`config.mk`:
```
export PLATFORM = sky130hd
export DESIGN_NAME = seq_shift_add_multiplier
export DESIGN_NICKNAME = d
export VERILOG_FILES = /design/src/rtl/seq_shift_add_multiplier.sv
export SDC_FILE = /design/constraint.sdc
export NUM_CORES = 1
export LEC_CHECK = 0
export ABC_AREA = 1
export CORE_MARGIN = 5
export CORE_UTILIZATION = 48
export DETAILED_ROUTE_END_ITERATION = 8
export HOLD_SLACK_MARGIN = 0.06
export PLACE_DENSITY = 0.77
export SYNTH_ARGS = -nofsm -noshare
export SYNTH_HDL_FRONTEND = slang
export SYNTH_SLANG_ARGS = --single-unit
export TNS_END_PERCENT = 30
```
`constraint.sdc`:
```
create_clock -name clk -period 4.4 [get_ports clk]
set_input_delay 0.88 -clock clk [delete_from_list [all_inputs] [get_ports clk]]
set_output_delay 0.88 -clock clk [all_outputs]
set_load 0.05 [all_outputs]
```
`src/rtl/seq_shift_add_multiplier.sv`:
```
// Unsigned sequential shift-and-add multiplier (WIDTH x WIDTH -> 2*WIDTH) built on a block carry-lookahead adder.
// Optional early termination on the multiplier's leading one: define SEQ_MUL_EARLY_TERM_EN.

module anticipated_carry_adder #(
    parameter int WIDTH       = 32,
    parameter int BLOCK_WIDTH = 4
) (
    input  logic [WIDTH-1:0] a,
    input  logic [WIDTH-1:0] b,
    input  logic             cin,
    output logic [WIDTH-1:0] sum,
    output logic             cout
);
    localparam int NB = WIDTH / BLOCK_WIDTH;

    logic [NB:0]   blk_c;
    logic [NB-1:0] blk_g;
    logic [NB-1:0] blk_p;
    logic          rip_c;

    // Block carries come from block generate/propagate; bits within a block ripple from the block carry-in.
    always_comb begin
        blk_c    = '0;
        blk_g    = '0;
        blk_p    = '0;
        sum      = '0;
        rip_c    = 1'b0;
        blk_c[0] = cin;
        for (int j = 0; j < NB; j++) begin
            blk_g[j] = 1'b0;
            blk_p[j] = 1'b1;
            for (int k = 0; k < BLOCK_WIDTH; k++) begin
                blk_g[j] = (a[j*BLOCK_WIDTH+k] & b[j*BLOCK_WIDTH+k])
                         | ((a[j*BLOCK_WIDTH+k] ^ b[j*BLOCK_WIDTH+k]) & blk_g[j]);
                blk_p[j] = blk_p[j] & (a[j*BLOCK_WIDTH+k] ^ b[j*BLOCK_WIDTH+k]);
            end
            blk_c[j+1] = blk_g[j] | (blk_p[j] & blk_c[j]);
            rip_c = blk_c[j];
            for (int k = 0; k < BLOCK_WIDTH; k++) begin
                sum[j*BLOCK_WIDTH+k] = a[j*BLOCK_WIDTH+k] ^ b[j*BLOCK_WIDTH+k] ^ rip_c;
                rip_c = (a[j*BLOCK_WIDTH+k] & b[j*BLOCK_WIDTH+k])
                      | ((a[j*BLOCK_WIDTH+k] ^ b[j*BLOCK_WIDTH+k]) & rip_c);
            end
        end
        cout = blk_c[NB];
    end
endmodule

module seq_shift_add_multiplier #(
    parameter int WIDTH       = 32,
    parameter int BLOCK_WIDTH = 4
) (
    input  logic               clk,
    input  logic               rst,
    input  logic               in_valid,
    output logic               in_ready,
    input  logic [WIDTH-1:0]   a,
    input  logic [WIDTH-1:0]   b,
    output logic               out_valid,
    input  logic               out_ready,
    output logic [2*WIDTH-1:0] product
);
    localparam int CW = $clog2(WIDTH) + 1;

    // Handshake: a transfer happens on a rising edge where valid and ready are both high;
    // the producer holds valid/data until that edge, the consumer may raise ready at any time.
    typedef enum logic [1:0] {IDLE, RUN, DONE} state_t;

    state_t            state;
    state_t            state_next;
    logic [WIDTH-1:0]  mcand;
    logic [WIDTH-1:0]  acc_hi;
    logic [WIDTH-1:0]  acc_lo;
    logic [CW-1:0]     counter;
    logic [WIDTH-1:0]  addend;
    logic [WIDTH-1:0]  sum;
    logic              cout;
    logic [WIDTH-1:0]  acc_hi_next;
    logic [WIDTH-1:0]  acc_lo_next;
    logic [2*WIDTH-1:0] final_val;
    logic              accept;
    logic              last_step;

    assign in_ready  = (state == IDLE) & ~rst;
    assign out_valid = (state == DONE);
    assign accept    = in_valid & in_ready;

    assign addend = acc_lo[0] ? mcand : '0;

    anticipated_carry_adder #(
        .WIDTH      (WIDTH),
        .BLOCK_WIDTH(BLOCK_WIDTH)
    ) u_adder (
        .a   (acc_hi),
        .b   (addend),
        .cin (1'b0),
        .sum (sum),
        .cout(cout)
    );

    // The adder carry lands in the MSB of acc_hi as the pair shifts right.
    assign acc_hi_next = {cout, sum[WIDTH-1:1]};
    assign acc_lo_next = {sum[0], acc_lo[WIDTH-1:1]};

`ifdef SEQ_MUL_EARLY_TERM_EN
    logic [CW-1:0] last_cnt;
    logic [CW-1:0] lead_idx;
    logic [CW-1:0] shamt;

    always_comb begin
        lead_idx = '0;
        for (int i = 0; i < WIDTH; i++) begin
            if (b[i]) lead_idx = CW'(i);
        end
    end

    // After n steps the product sits WIDTH-n bits high in the register pair.
    assign shamt     = CW'(WIDTH - 1) - last_cnt;
    assign last_step = (counter == last_cnt);
    assign final_val = {acc_hi_next, acc_lo_next} >> shamt;

    always_ff @(posedge clk) begin
        if (rst) begin
            last_cnt <= '0;
        end else if (accept) begin
            last_cnt <= lead_idx;
        end
    end
`else
    assign last_step = (counter == CW'(WIDTH - 1));
    assign final_val = {acc_hi_next, acc_lo_next};
`endif

    always_ff @(posedge clk) begin
        if (rst) begin
            state <= IDLE;
        end else begin
            state <= state_next;
        end
    end

    always_comb begin
        state_next = state;
        case (state)
            IDLE:    if (accept) state_next = RUN;
            RUN:     if (last_step) state_next = DONE;
            DONE:    if (out_ready) state_next = IDLE;
            default: state_next = IDLE;
        endcase
    end

    always_ff @(posedge clk) begin
        if (rst) begin
            mcand   <= '0;
            acc_hi  <= '0;
            acc_lo  <= '0;
            counter <= '0;
            product <= '0;
        end else begin
            case (state)
                IDLE: begin
                    if (accept) begin
                        mcand   <= a;
                        acc_hi  <= '0;
                        acc_lo  <= b;
                        counter <= '0;
                    end
                end
                RUN: begin
                    acc_hi  <= acc_hi_next;
                    acc_lo  <= acc_lo_next;
                    counter <= counter + 1'b1;
                    if (last_step) product <= final_val;
                end
                default: ;
            endcase
        end
    end
endmodule

```
Word-level counts from Yosys, hierarchy flattened
Cells that the tools add are included.
Cells by class
  eq/ne operators: 6
  bitwise operators: 223
  add/subtract/negate cells: 1
  muxes and demuxes: 11
  reduce and logical (&&, ||, !) cells: 6
Operators with widths (count)
  one-hot mux 32 bit (2 select lines): 2
  bitwise AND 1 bit: 107
  2-to-1 mux 32 bit: 3
  XOR 1 bit: 63
  bitwise OR 1 bit: 52
  one-hot mux 6 bit (2 select lines): 1
  adder 6 x 1 -> 6 bit (second input constant): 1
  == test 6 x 5 -> 1 bit (second input constant): 1
  2-to-1 mux 2 bit: 3
  2-to-1 mux 6 bit: 1
  one-hot mux 2 bit (3 select lines): 1
  AND reduction 2 bit: 3
  != test 2 bit (second input constant): 2
  AND reduction 3 bit: 1
  == test 2 x 1 -> 1 bit (second input constant): 1
  == test 2 bit (second input constant): 1
  logical NOT 2 bit: 1
  != test 2 x 1 -> 1 bit (second input constant): 1
  nonzero test 2 bit: 1
  inverter 1 bit: 1
Storage, ports and cells
  word-level logic and storage cells: 253
  output and inout port bits: 66
  register bits after elaboration: 168
  bits of input ports: 68

Logic depth before layout (Yosys ltp)
  depth in word-level cells: 28
  depth in mapped cells: 32

By module
From an unflattened synthesis, not the netlist that was laid out.
Unflattened totals
  cell total of the unflattened synthesis: 1295
  area, all modules: 8802.2 sq um
By module, submodules not included
  seq_shift_add_multiplier: cells an instance 1156, area an instance 7454.6 sq um, instances 1, seq. area each 3363.2 sq um
  anticipated_carry_adder: cells an instance 139, area an instance 1347.5 sq um, instances 1, seq. area each 0.0 sq um

Worst setup path before layout
Ideal clock, no wire load.
  path kind: register to register
  start point: register acc_lo[0]
  end point: register acc_hi[26]
  cell stages (with the launch flop): 30
  arrival time: 4.533 ns
  setup slack: -0.204 ns
  path through: dfxtp_1 clkbuf_1 clkbuf_1 nand2_1 inv_1 ha_1 inv_1 fa_1 fa_1 fa_1 inv_1 nand3_1 nor2_1 nor2_1 nand2_2 nand2_1 nand2_1 nand2_1 nand2_1 nand2_1 nand2_1 nand2_1 nand2_1 inv_1 fa_1 fa_1 fa_1 xnor2_1 nand2_1 a21oi_1
Between the ends
  word-level cells in the longest chain between the ends: 26
  elaborated cells between the ends (all ways): 124
  classes of those cells: mux: 2; bitwise: 122
RTL lines
  start, declared: line 73  | logic [WIDTH-1:0] acc_lo;
  start signal, assigned: line 171  | acc_lo <= acc_lo_next;
  2-to-1 mux 32 bit *: line 88  | assign addend = acc_lo[0] ? mcand : '0;
  XOR 1 bit or bitwise AND 1 bit (tied branches): line 34, 33
  bitwise AND 1 bit: line 34  | | ((a[j*BLOCK_WIDTH+k] ^ b[j*BLOCK_WIDTH+k]) & blk_g[j]);
  bitwise OR 1 bit: line 34
  bitwise AND 1 bit: line 34
  bitwise OR 1 bit: line 34
  bitwise AND 1 bit: line 34
  bitwise OR 1 bit: line 34
  [10 not listed]
  bitwise AND 1 bit: line 42  | | ((a[j*BLOCK_WIDTH+k] ^ b[j*BLOCK_WIDTH+k]) & rip_c);
  bitwise OR 1 bit: line 42
  bitwise AND 1 bit: line 42
  bitwise OR 1 bit: line 42
  bitwise AND 1 bit: line 42
  bitwise OR 1 bit: line 42
  XOR 1 bit *: line 40  | sum[j*BLOCK_WIDTH+k] = a[j*BLOCK_WIDTH+k] ^ b[j*BLOCK_WIDTH+k] ^ rip_c;
  one-hot mux 32 bit (2 select lines) *: line 160  | case (state)
  end signal, assigned: line 170  | acc_hi <= acc_hi_next;
  end, declared: line 72  | logic [WIDTH-1:0] acc_hi;
Every way passes the cells marked *; elsewhere a longest branch is shown, timed or not.
A chain may end at the register's enable or synchronous reset.

Worst setup path after layout
  start point: register mcand[0]
  end point: register product[54]
Between the ends
  word-level cells in the longest chain between the ends: 23
RTL lines
  start, declared: line 71  | logic [WIDTH-1:0] mcand;
  start signal, assigned: line 154  | mcand <= '0;
  start signal, assigned: line 163  | mcand <= a;
  2-to-1 mux 32 bit: line 88
  bitwise AND 1 bit: line 33  | blk_g[j] = (a[j*BLOCK_WIDTH+k] & b[j*BLOCK_WIDTH+k])
  bitwise AND 1 bit: line 34
  bitwise OR 1 bit: line 34
  bitwise AND 1 bit: line 34
  bitwise OR 1 bit: line 34
  bitwise AND 1 bit: line 34
  bitwise OR 1 bit: line 34
  [7 not listed]
  bitwise OR 1 bit: line 37  | blk_c[j+1] = blk_g[j] | (blk_p[j] & blk_c[j]);
  bitwise AND 1 bit: line 42
  bitwise OR 1 bit: line 42
  bitwise AND 1 bit: line 42
  bitwise OR 1 bit: line 42
  bitwise AND 1 bit: line 42
  bitwise OR 1 bit: line 42
  XOR 1 bit: line 40
  end signal, assigned: line 173  | if (last_step) product <= final_val;
  end, declared: line 61  | output logic [2*WIDTH-1:0] product
Every way passes these cells.

==> impl_results.html <==
<table>
<tr><th>Metric</th><th>Value</th></tr>
<tr><th colspan="2">Status</th></tr>
<tr><td>Result of the run</td><td>finished clean</td></tr>
<tr><th colspan="2">Worst setup path</th></tr>
<tr><td>Critical-path maximum fanout</td><td>2</td></tr>
<tr><td>Worst Reg-to-Reg Cells</td><td>25</td></tr>
<tr><td>Slowest-stage cell, CP</td><td>sky130_fd_sc_hd__fa_1</td></tr>
<tr><td>Critical path's most frequent cell</td><td>sky130_fd_sc_hd__nand2_1</td></tr>
<tr><td>Critical Path End Type</td><td>flop</td></tr>
<tr><td>Crit path arrival time</td><td>4530 ps</td></tr>
<tr><td>FF-to-FF setup slack</td><td>200 ps</td></tr>
<tr><td>Critical R2R Launch</td><td>mcand[0]</td></tr>
<tr><td>Required time at the worst-slack endpoint</td><td>between 4000 and 5000 ps</td></tr>
<tr><td>CP Class</td><td>reg -&gt; reg</td></tr>
<tr><td>Endpoint of the lowest-slack register-to-register path</td><td>product[54]</td></tr>
<tr><td>Crit-path max cell delay</td><td>440 ps</td></tr>
<tr><td>Kind of start point of the critical path</td><td>flop</td></tr>
<tr><th colspan="2">Clock tree</th></tr>
<tr><td>Root Driver</td><td>sky130_fd_sc_hd__clkbuf_16</td></tr>
<tr><td>CTS H-tree depth</td><td>4</td></tr>
<tr><td>Worst-path clk slew</td><td>60 ps</td></tr>
<tr><td>Worst-skew pair later-pin latency</td><td>420 ps</td></tr>
<tr><td>Number of clock sinks</td><td>168</td></tr>
<tr><td>Clock buffers created by TritonCTS</td><td>17</td></tr>
<tr><td>Max Root-Sink Buffers</td><td>2</td></tr>
<tr><td>TritonCTS clock tree</td><td>built</td></tr>
<tr><th colspan="2">Timing</th></tr>
<tr><td>Share of the clock period used by the worst path after layout</td><td>approximately 95%</td></tr>
<tr><td>Max Slew Vio Count</td><td>0</td></tr>
<tr><td>Slack of the critical path</td><td>203 ps</td></tr>
<tr><td>Number of setup violations in the final report</td><td>0</td></tr>
<tr><td>Rel. slew slack</td><td>27.9%</td></tr>
<tr><td>Maximum achievable frequency</td><td>238 MHz</td></tr>
<tr><td>Tightest Pin Transition</td><td>approximately 1100 ps</td></tr>
<tr><td>Min Tclk post-route</td><td>4200 ps</td></tr>
<tr><td>Setup repair after global routing missed its margin</td><td>yes</td></tr>
<tr><td>Final clock skew</td><td>7.75 ps</td></tr>
<tr><td>Hold violation total from the final report</td><td>0</td></tr>
<tr><th colspan="2">Synth</th></tr>
<tr><td>Top cells by count, synth</td><td>sky130_fd_sc_hd__nand2_1, sky130_fd_sc_hd__dfxtp_1, sky130_fd_sc_hd__inv_1</td></tr>
<tr><td>Avg Cell Area, Syn</td><td>7.99 µm²</td></tr>
<tr><td>Number of instances in the synthesized netlist</td><td>955</td></tr>
<tr><td>Number of synthesized flops with an enable pin</td><td>0</td></tr>
<tr><td>Area share of the largest cell type after synthesis</td><td>between 40% and 50%</td></tr>
<tr><td>Sequential-to-total area share from yosys stat</td><td>~44%</td></tr>
<tr><td>Synthesized net count</td><td>about 1100</td></tr>
<tr><td>Register bit total from synthesis</td><td>168</td></tr>
<tr><td>Number of distinct library cell variants in the gate-level netlist after synthesis</td><td>29</td></tr>
<tr><td>Library cell with the highest instance count after synthesis</td><td>sky130_fd_sc_hd__nand2_1</td></tr>
<tr><td>Async set-reset flop share out of synthesis</td><td>0%</td></tr>
<tr><td>Prevailing post-synth register cell</td><td>sky130_fd_sc_hd__dfxtp_1</td></tr>
<tr><td>Synthesis warning total</td><td>0</td></tr>
<tr><td>Top cells by area, synth</td><td>sky130_fd_sc_hd__dfxtp_1, sky130_fd_sc_hd__nand2_1, sky130_fd_sc_hd__inv_1</td></tr>
<tr><td>Post-synth design cell area</td><td>7630 µm²</td></tr>
<tr><td>Cell accounting for the most synthesized area</td><td>sky130_fd_sc_hd__dfxtp_1</td></tr>
<tr><th colspan="2">Placed design</th></tr>
<tr><td># port buffers</td><td>133</td></tr>
<tr><td>Placed cell count</td><td>1263</td></tr>
<tr><td>Detailed placer's ending HPWL</td><td>11.9 mm</td></tr>
<tr><td>Placed Area</td><td>approximately 9100 µm²</td></tr>
<tr><td>Worst slack at placement</td><td>-58.0 ps</td></tr>
<tr><td>Final weighted congestion in routability-driven placement</td><td>0.794</td></tr>
<tr><th colspan="2">Route</th></tr>
<tr><td>Met3 routed wirelength</td><td>1.52 mm</td></tr>
<tr><td>Number of DRC markers after the initial detailed-route iteration</td><td>320</td></tr>
<tr><td>Routed length on met2</td><td>8.15 mm</td></tr>
<tr><td>Vias after detailed routing</td><td>6367</td></tr>
<tr><td>DR pass1 iterations</td><td>4</td></tr>
<tr><td>DR top layer</td><td>met4</td></tr>
<tr><td>Number of antenna-violating nets in the routed design</td><td>0</td></tr>
<tr><td>Wire length on met1</td><td>between 7 and 8 mm</td></tr>
<tr><td>Routed WL</td><td>17.9 mm</td></tr>
<tr><td>DR vias/cell</td><td>roughly 4.9</td></tr>
<tr><td>Detail-routed net length per standard cell</td><td>about 14 µm</td></tr>
<tr><td>Total DRC errors in the routed layout</td><td>0</td></tr>
<tr><th colspan="2">Final layout</th></tr>
<tr><td>Number of nets in the final layout</td><td>roughly 1200</td></tr>
<tr><td>Synthesis-to-layout area growth</td><td>28.2%</td></tr>
<tr><td>Non-filler instance count after layout</td><td>1297</td></tr>
<tr><td>Proportion of layout cells with a drive suffix above 1</td><td>between 10% and 20%</td></tr>
<tr><td>Summed area of non-filler cells in the final layout</td><td>9780 µm²</td></tr>
<tr><td>Antenna diode instance count</td><td>0</td></tr>
<tr><th colspan="2">Hold path</th></tr>
<tr><td>Terminating pin of the worst hold path</td><td>product[45]</td></tr>
<tr><td>Hold-critical path depth</td><td>2</td></tr>
<tr><td>Hold Path Origin</td><td>product[45]</td></tr>
<tr><td>Type of the most critical hold path</td><td>reg -&gt; reg</td></tr>
<tr><th colspan="2">Power and ir drop</th></tr>
<tr><td>Power density over cell area</td><td>351 nW/µm²</td></tr>
<tr><td>Worst IR drop on VDD</td><td>~0.00029 V</td></tr>
<tr><td>Total leakage power</td><td>0.00434 µW</td></tr>
<tr><td>Design Power</td><td>3440 µW</td></tr>
<tr><th colspan="2">Floorplanning</th></tr>
<tr><td>Boundary pin count</td><td>between 100 and 150</td></tr>
<tr><td>Number of core rows</td><td>46</td></tr>
<tr><td>Die width</td><td>between 100 and 150 µm</td></tr>
<tr><td>Full die area</td><td>18500 µm²</td></tr>
<tr><td>Placeable core region</td><td>15800 µm²</td></tr>
<tr><td>Starting utilization of the core area</td><td>48.4%</td></tr>
<tr><td>Height of the die</td><td>136 µm</td></tr>
<tr><th colspan="2">Global routing</th></tr>
<tr><td>Pin count of the biggest net entering global routing</td><td>103</td></tr>
<tr><td>Number of global-route vias before repair</td><td>approximately 6200</td></tr>
<tr><td>First-pass GRT wire length</td><td>29.2 mm</td></tr>
<tr><td>Global Route Usage Sum</td><td>roughly 20%</td></tr>
<tr><td>Remaining global-route overflow</td><td>0</td></tr>
<tr><td>Initial antenna violation count</td><td>0</td></tr>
<tr><th colspan="2">Job</th></tr>
<tr><td>Max_cap viols</td><td>0</td></tr>
</table>
==> cell usage in the layout, fill, tap and decap left out, types with 2 or more instances in the layout <==
master,Yosys,routed
sky130_fd_sc_hd__nand2_1,263,258
sky130_fd_sc_hd__dfxtp_1,168,166
sky130_fd_sc_hd__inv_1,158,155
sky130_fd_sc_hd__clkdlybuf4s50_1,0,132
sky130_fd_sc_hd__a21oi_1,113,112
sky130_fd_sc_hd__o21ai_0,36,36
sky130_fd_sc_hd__o221a_2,32,32
sky130_fd_sc_hd__o22ai_1,32,32
sky130_fd_sc_hd__ha_1,30,29
sky130_fd_sc_hd__clkbuf_16,0,17
sky130_fd_sc_hd__fa_1,24,16
sky130_fd_sc_hd__buf_4,3,16
sky130_fd_sc_hd__inv_2,6,9
sky130_fd_sc_hd__nor2_1,11,9
sky130_fd_sc_hd__fa_2,0,8
sky130_fd_sc_hd__nand2_2,1,6
sky130_fd_sc_hd__nand3_1,5,5
sky130_fd_sc_hd__o21a_1,4,4
sky130_fd_sc_hd__xnor2_1,6,4
sky130_fd_sc_hd__clkinvlp_4,0,4
sky130_fd_sc_hd__bufinv_16,0,4
sky130_fd_sc_hd__nor2_2,1,3
sky130_fd_sc_hd__a221oi_1,3,3
sky130_fd_sc_hd__clkinv_4,0,3
sky130_fd_sc_hd__xnor2_2,0,2
sky130_fd_sc_hd__nor2_4,2,2
sky130_fd_sc_hd__dfxtp_2,0,2
sky130_fd_sc_hd__inv_6,0,2
==> cell families (layout without fill, tap and decap cells) <==
kind of cell	Yosys count	after routing	synth area share, %
xor gates and xnor gates	7	7	0.803
adders and majority gates	54	54	11.2
buffers and inverters	218	344	11.4
DFF	168	168	44.1
and+or+nand+nor	287	287	14.6
AOI/OAI and AO/OA	221	221	17.9
==> how the worst max path moves through the flow <==
stage	startpoint	endpoint	slack, ps	depth (start not counted)
after global placement	mcand[0]	product[61]	50	29
after global routing	mcand[0]	product[61]	-50	29
after floorplan	acc_lo[0]	acc_hi[26]	0.7	29
after CTS	mcand[0]	acc_hi[29]	30	29
final	mcand[0]	product[54]	200	25
after detailed placement	mcand[0]	acc_hi[29]	-60	29
==> timing repair <==
item | in CTS | in global routing
gates resized for setup | 2 | 18
setup buffers | 0 | 2
setup endpoints to repair | 4 | 12
pin swaps | 0 | 4
hold buffers | 0 | 0
==> metrics by stage <==
step	setup TNS [ps]	utilization, %	hold slack, ps
after floorplan	0	-	441
after detailed placement	-137	57.6	455
after CTS	0	61.6	465
final	0	62.0	461
after global placement	0	57.6	451
after global routing	-178	62.0	482
==> final cells by class <==
cell class	count	area, µm²
Clock inverter	14	199
Sequential cell	168	3370
Multi-Input combinational cell	569	3460
Clock buffer	18	429
Inverter	164	616
Fill cell	1365	5990
Tap cell	216	270
Timing Repair Buffer	148	1440
==> critical path: cells and delay by family (launching register included) <==
kind / cells / cell delay [ps]
fa+ha+maj: 7 / 2490
simple gates: 12 / 750
flops: 1 / 320
buf+inv: 4 / 220
compound gates: 1 / 180
xor+xnor: 1 / 160
==> per-layer routing <==
layer	vias up	GRT usage [%]
met1	2921	24.6
li1	3272	-
met5	-	0
met2	149	30.8
met4	0	6.83
met3	25	7.99
==> flip-flops by register name (all words and copies together) (netlist names) <==
signal and flops:
acc_lo 32, product 64, state 2, mcand 32, acc_hi 32, counter 6
==> power by group <==
| part | total [µW] | switching, µW | internal (µW) |
|---|---|---|---|
| combinational | 266 | 149 | 117 |
| clock | 1580 | 623 | 955 |
| sequential | 1590 | 26.2 | 1570 |
(Power assumes the default switching activity.)
